$ cat src/rtl/ps2_pkg.sv
// Shared constants for the PS/2 / board-input debounce path: channel indices,
// default stability window and the filter counter width helper.
package ps2_pkg;

  localparam int PS2_CLK_CH       = 0;
  localparam int PS2_DATA_CH      = 1;
  localparam int PS2_STABLE_COUNT = 20;

  // Counter must hold 0..n inclusive so the saturated value n is representable.
  function automatic int cnt_width(input int n);
    return $clog2(n + 1);
  endfunction

endpackage

$ cat src/rtl/debounce_channel.sv
// One debounce slice: 2-flop synchroniser, tick-gated stability filter, edge strobes.
// Latency STABLE_COUNT+3 clocks at one tick per clock; free-running, no backpressure.
module debounce_channel
  import ps2_pkg::*;
#(
  parameter int   STABLE_COUNT = PS2_STABLE_COUNT,
  parameter logic RESET_BIT    = 1'b1
) (
  input  logic clk,
  input  logic reset,
  input  logic tick,
  input  logic din,
  output logic dout,
  output logic rise,
  output logic fall
);

  localparam int            CW       = cnt_width(STABLE_COUNT);
  localparam logic [CW-1:0] CNT_SAT  = CW'(STABLE_COUNT);
  localparam logic [CW-1:0] CNT_LAST = CW'(STABLE_COUNT - 1);

  logic          s1_q, s2_q;
  logic          cand_q, cand_d;
  logic [CW-1:0] cnt_q, cnt_d;
  logic          dout_q, dout_d;
  logic          rise_q, fall_q;

  // Saturated counter holds everything until s2 disagrees with the candidate.
  always_comb begin
    cand_d = cand_q;
    cnt_d  = cnt_q;
    dout_d = dout_q;
    if (tick) begin
      if (s2_q != cand_q) begin
        cand_d = s2_q;
        cnt_d  = '0;
      end else if (cnt_q == CNT_LAST) begin
        cnt_d  = CNT_SAT;
        dout_d = cand_q;
      end else if (cnt_q != CNT_SAT) begin
        cnt_d  = cnt_q + 1'b1;
      end
    end
  end

  always_ff @(posedge clk) begin
    if (reset) begin
      s1_q   <= RESET_BIT;
      s2_q   <= RESET_BIT;
      cand_q <= RESET_BIT;
      cnt_q  <= CNT_SAT;
      dout_q <= RESET_BIT;
      rise_q <= 1'b0;
      fall_q <= 1'b0;
    end else begin
      s1_q   <= din;
      s2_q   <= s1_q;
      cand_q <= cand_d;
      cnt_q  <= cnt_d;
      dout_q <= dout_d;
      rise_q <= ~dout_q & dout_d;
      fall_q <= dout_q & ~dout_d;
    end
  end

  assign dout = dout_q;
  assign rise = rise_q;
  assign fall = fall_q;

endmodule

$ cat src/rtl/ps2_multi_debounce.sv
// Multi-channel debouncer: shared sample prescaler feeding independent channel slices.
// Latency 2 + up to PRESCALE*(STABLE_COUNT+1) clocks; always valid, no backpressure.
module ps2_multi_debounce
  import ps2_pkg::*;
#(
  parameter int                  CHANNELS     = 2,
  parameter int                  STABLE_COUNT = PS2_STABLE_COUNT,
  parameter int                  PRESCALE     = 1,
  parameter logic [CHANNELS-1:0] RESET_VALUE  = '1
) (
  input  logic                clk,
  input  logic                reset,
  input  logic [CHANNELS-1:0] din,
  output logic [CHANNELS-1:0] dout,
  output logic [CHANNELS-1:0] rise,
  output logic [CHANNELS-1:0] fall
);

  localparam int            PW         = (PRESCALE > 1) ? $clog2(PRESCALE) : 1;
  localparam logic [PW-1:0] PCNT_LAST  = PW'(PRESCALE - 1);

  logic [PW-1:0] pcnt_q, pcnt_d;
  logic          tick;

  // With PRESCALE=1 the counter stays at 0 and every cycle is a tick.
  assign tick   = (pcnt_q == PCNT_LAST);
  assign pcnt_d = tick ? '0 : pcnt_q + 1'b1;

  always_ff @(posedge clk) begin
    if (reset) begin
      pcnt_q <= '0;
    end else begin
      pcnt_q <= pcnt_d;
    end
  end

  for (genvar g = 0; g < CHANNELS; g++) begin : g_ch
    debounce_channel #(
      .STABLE_COUNT(STABLE_COUNT),
      .RESET_BIT   (RESET_VALUE[g])
    ) u_ch (
      .clk  (clk),
      .reset(reset),
      .tick (tick),
      .din  (din[g]),
      .dout (dout[g]),
      .rise (rise[g]),
      .fall (fall[g])
    );
  end

endmodule

$ cat config.mk
export PLATFORM = sky130hd
export DESIGN_NAME = ps2_multi_debounce
export DESIGN_NICKNAME = d
export VERILOG_FILES = /design/src/rtl/ps2_pkg.sv /design/src/rtl/debounce_channel.sv /design/src/rtl/ps2_multi_debounce.sv
export SDC_FILE = /design/constraint.sdc
export NUM_CORES = 1
export LEC_CHECK = 0
export CAP_MARGIN = 20
export CORE_UTILIZATION = 49
export DETAILED_ROUTE_END_ITERATION = 10
export GPL_TIMING_DRIVEN = 0
export HOLD_SLACK_MARGIN = 0.02
export PLACE_DENSITY = 0.7
export SYNTH_ARGS = -nofsm -noshare
export SYNTH_HDL_FRONTEND = slang
export SYNTH_SLANG_ARGS = --single-unit
export TNS_END_PERCENT = 5
$ cat constraint.sdc
create_clock -name clk -period 3.42 [get_ports clk]
set_input_delay 0.684 -clock clk [delete_from_list [all_inputs] [get_ports clk]]
set_output_delay 0.684 -clock clk [all_outputs]
set_load 0.1 [all_outputs]
Word-level counts from Yosys, hierarchy flattened --
Cells that the tools add are included.
Word-level totals: flip-flop bits (word level) 23, input port bits 4, output and inout bits 6
Operators by class: add/subtract/negate cells 3, equal/unequal tests 6, mux-type cells 12, bitwise logic cells 9, reductions and logical operators 7
Operators with widths (number):
- 2-to-1 mux 5 bit | 6
- adder 5 x 1 -> 5 bit, second input constant | 2
- == test 5 bit, second input constant | 2
- != test 5 bit, second input constant | 2
- AND reduction 2 bit | 4
- 2-to-1 mux 1 bit | 6
- nonzero test 3 bit | 2
- inverter 1 bit | 5
- AND 1 bit | 4
- != test 1 bit | 2
- OR reduction 2 bit | 1
- adder 1 bit, second input constant | 1

Logic depth before layout (Yosys ltp) --
depth after elaboration 6, gate-level depth with buffers 5

By module --
From an unflattened synthesis, not the netlist that was laid out.
Unflattened totals: cells, all modules 109, area total of the unflattened synthesis 1011.0 um^2
By module, submodules not included:
- debounce_channel | instances 2, cells an instance 53, area each 491.7 um^2
- ps2_multi_debounce | instances 1, cells an instance 3, area each 27.5 um^2

Worst setup path before layout --
Ideal clock, no wire load.
kind input to register, from input port reset, to register g_ch[0].u_ch.cnt_q[3], setup time 130 ps, arrival 1399 ps, required time 3290 ps, slack 1892 ps, stages 4, buffers on the path 1, path through clkbuf_1 inv_1 a41oi_1 o41ai_2
RTL lines:
- start: declaration | line ps2_multi_debounce.sv:12 | input logic reset,
- end signal: assignment | line debounce_channel.sv:59 | cnt_q <= cnt_d;
- end: declaration | line debounce_channel.sv:24 | logic [CW-1:0] cnt_q, cnt_d;

Worst setup path in the final report --
from register g_ch[0].u_ch.dout_q, to output port dout[0]
RTL lines:
- start: declaration | line debounce_channel.sv:25 | logic dout_q, dout_d;
- start signal: assignment | line debounce_channel.sv:60 | dout_q <= dout_d;
- end: declaration | line ps2_multi_debounce.sv:14 | output logic [CHANNELS-1:0] dout,
No word-level cell between the ends.

==> results.sh <==
export IMPL_synth_compound_area_share_pct=20.6
export IMPL_async_reset_ff_share_pct=0
export IMPL_place_area_um2=1230
export IMPL_grt_ovfl_total=0
export IMPL_required_ps=2740
export IMPL_htree_levels=1
export IMPL_ctsHoldBuffers=0
export IMPL_postRouteAntennaNets=0
export IMPL_post_cts_resized=0
export IMPL_synth_simple_gate_area_share_pct=22.8
export IMPL_yosys_area_top_type="dfxtp_1"
export IMPL_hold_class="flop to flop"
export IMPL_post_route_util_pct=61.5
export IMPL_ios=10
export IMPL_place_congestion=0.755
export IMPL_synthToLayoutAreaGrowth_pct=13.7
export IMPL_routedWlPerCell_um=13.1
export IMPL_post_synth_top_count_cell="dfxtp_1"
export IMPL_yosys_top_cells_count="dfxtp_1, nand2_1, inv_1"
export IMPL_cp_max_fo=5
export IMPL_vdd_drop_max_uv=266
export IMPL_clock_sinks=23
export IMPL_start_kind="flop"
export IMPL_end_kind="output pin"
export IMPL_drc=0
export IMPL_grt_pass1_wl_mm=3.46
export IMPL_synth_top_family_by_area="simple AND/OR/NAND/NOR gates"
export IMPL_clkTransAtPathRegs_ps=130
export IMPL_final_hold_viol_count=0
export IMPL_clkLatencyLatePin_ps=310
export IMPL_n_antenna_cell=0
export IMPL_drt_initial_drc_count=14
export IMPL_ys_ff_latch=23
export IMPL_drt_vias_per_instance=5.54
export IMPL_yosys_warnings=0
export IMPL_layout_min_cycle_time_ps=2650
export IMPL_route_vias_total=859
export IMPL_core_um2=2040
export IMPL_top_layer_used="met4"
export IMPL_wl_met2_mm=1.02
export IMPL_dpl_hpwl_mm=1.50
export IMPL_ys_top_cells_by_area="dfxtp_1, ha_1, buf_4"
export IMPL_worstPathArrival_ps=1960
export IMPL_numCtsBuffers=3
export IMPL_die_w_um=49.5
export IMPL_seq_area_frac_synth_pct=41.7
export IMPL_hold_ws_ps=429
export IMPL_dr_wl_met3_um=44
export IMPL_layout_setup_ws_ps=775
export IMPL_firstDrtPassIters=4
export IMPL_cts_root_buf="clkbuf_4"
export IMPL_p_per_area_nw_per_um2=378
export IMPL_synthMuxAreaShare_pct=0
export IMPL_synth_edf_count=0
export IMPL_yosysTopAreaCellShare_pct=41.7
export IMPL_finClkSkew_ps=6.40
export IMPL_worst_slew_pin_slew_ps=968
export IMPL_fmax_ghz=0.378
export IMPL_pre_cts_slack_ps=1090
export IMPL_synth_cell_type_count=37
export IMPL_grt_setup_unrepaired="false"
export IMPL_die_h_um=49.5
export IMPL_finalCritPeriodShare_pct=77.3
export IMPL_leakagePower_uw=0.000472
export IMPL_run_status="finished clean"
export IMPL_drv_cap=0
export IMPL_nNetsFinal=137
export IMPL_grt_max_degree=14
export IMPL_tritoncts="yes"
export IMPL_syn_num_nets=123
export IMPL_max_slew_margin_rel_pct=35.3
export IMPL_drive_above_1_share_pct=17.2
export IMPL_antenna_found_initial=0
export IMPL_final_cell_area_um2=1260
export IMPL_path_class="flop to output pin"
export IMPL_syn_area_um2=1100
export IMPL_synthFlopType="dfxtp_1"
export IMPL_met1_length_um=931
export IMPL_rows=16
export IMPL_io_buffers=9
export IMPL_dieArea_um2=2450
export IMPL_fin_setup_tns_ps=0
export IMPL_avgSynthCellArea_um2=9.61
export IMPL_final_max_slew_viol_count=0
export IMPL_grt_usage_pct=18.9
export IMPL_wirelength_mm=2.03
export IMPL_cts_path_max_buffers=2
export IMPL_synthAdderAreaFrac_pct=4.53
export IMPL_synthCells=115
export IMPL_post_cts_buffers=0
export IMPL_grt_pass1_vias=769
export IMPL_synth_xor_area_share_pct=2.27
export IMPL_setup_viol=0
export IMPL_initial_core_util_pct=54.1
-- cell type report --
type	count	area (um2)
tap	27	33.8
fill	201	786
sequential	23	460
timing repair buffer	9	90.1
clock buffer	3	22.5
inverter	7	26.3
multi-input combinational	75	558
clock inverter	1	5.00
buffer	10	60.1
-- worst paths after layout --
check,startpoint,end,slack [ps],cells after the start
max,g_ch[0].u_ch.dout$_SDFF_PP1_,dout[0],770,2
min,g_ch[1].u_ch.s1_q$_SDFF_PP1_,g_ch[1].u_ch.s2_q$_SDFF_PP1_,430,1
max reg2reg,g_ch[0].u_ch.cnt_q[0]$_SDFFE_PP0P_,g_ch[0].u_ch.cnt_q[3]$_SDFFE_PP0P_,1770,5
min reg2reg,g_ch[1].u_ch.s1_q$_SDFF_PP1_,g_ch[1].u_ch.s2_q$_SDFF_PP1_,430,1
-- kinds of logic (layout without fill, tap and decap cells) --
family                   after synthesis  after routing
flip-flops                            23             23
AND/OR/NAND/NOR                       39             39
AO/OA/AOI/OAI                         29             29
buffers and inverters                 17             30
other                                  1              1
XOR/XNOR                               2              2
adder cells (fa/ha/maj)                4              4
-- critical path, stage by stage (launching register included) --
cell,delay [ps]
dfxtp_1,410
buf_4,130
clkdlybuf4s50_1,1110
-- placed cells by master, fill, tap and decap left out, types with 3 or more instances in the layout --
master	count
clkbuf_1	3
clkbuf_4	3
inv_1	7
dfxtp_1	23
nor2_1	4
clkdlybuf4s50_1	9
ha_1	4
a21oi_1	5
or2_2	5
a211o_1	5
nand3_1	5
buf_4	6
nand2_1	9
o32ai_1	4
nor4b_1	3
-- layer usage --
metal | track usage [%] | up-vias
met4 | 9.52 | 0
met1 | 23.6 | 407
met3 | 3.70 | 4
met5 | 0 | -
met2 | 30.8 | 10
li1 | - | 438
-- per-stage QoR --
step	instances	power, uW
final	155	475
after global routing	155	505
after CTS	155	480
after detailed placement	151	356
after global placement	151	354
after floorplan	115	340
-- report_power, final --
| group | internal, uW | switching [uW] | total (uW) |
|---|---|---|---|
| combinational | 29.7 | 32.2 | 61.9 |
| sequential | 278 | 10.8 | 289 |
| clock | 43.7 | 80.5 | 124 |
-- flip-flops by register name, indices dropped and copies added (netlist names) --
signal	flops
g_ch.u_ch.cand_q	2
g_ch.u_ch.dout	2
pcnt_q	1
g_ch.u_ch.fall	2
g_ch.u_ch.cnt_q	10
g_ch.u_ch.s1_q	2
g_ch.u_ch.rise	2
g_ch.u_ch.s2_q	2
Power figures use the tool's default switching activity.
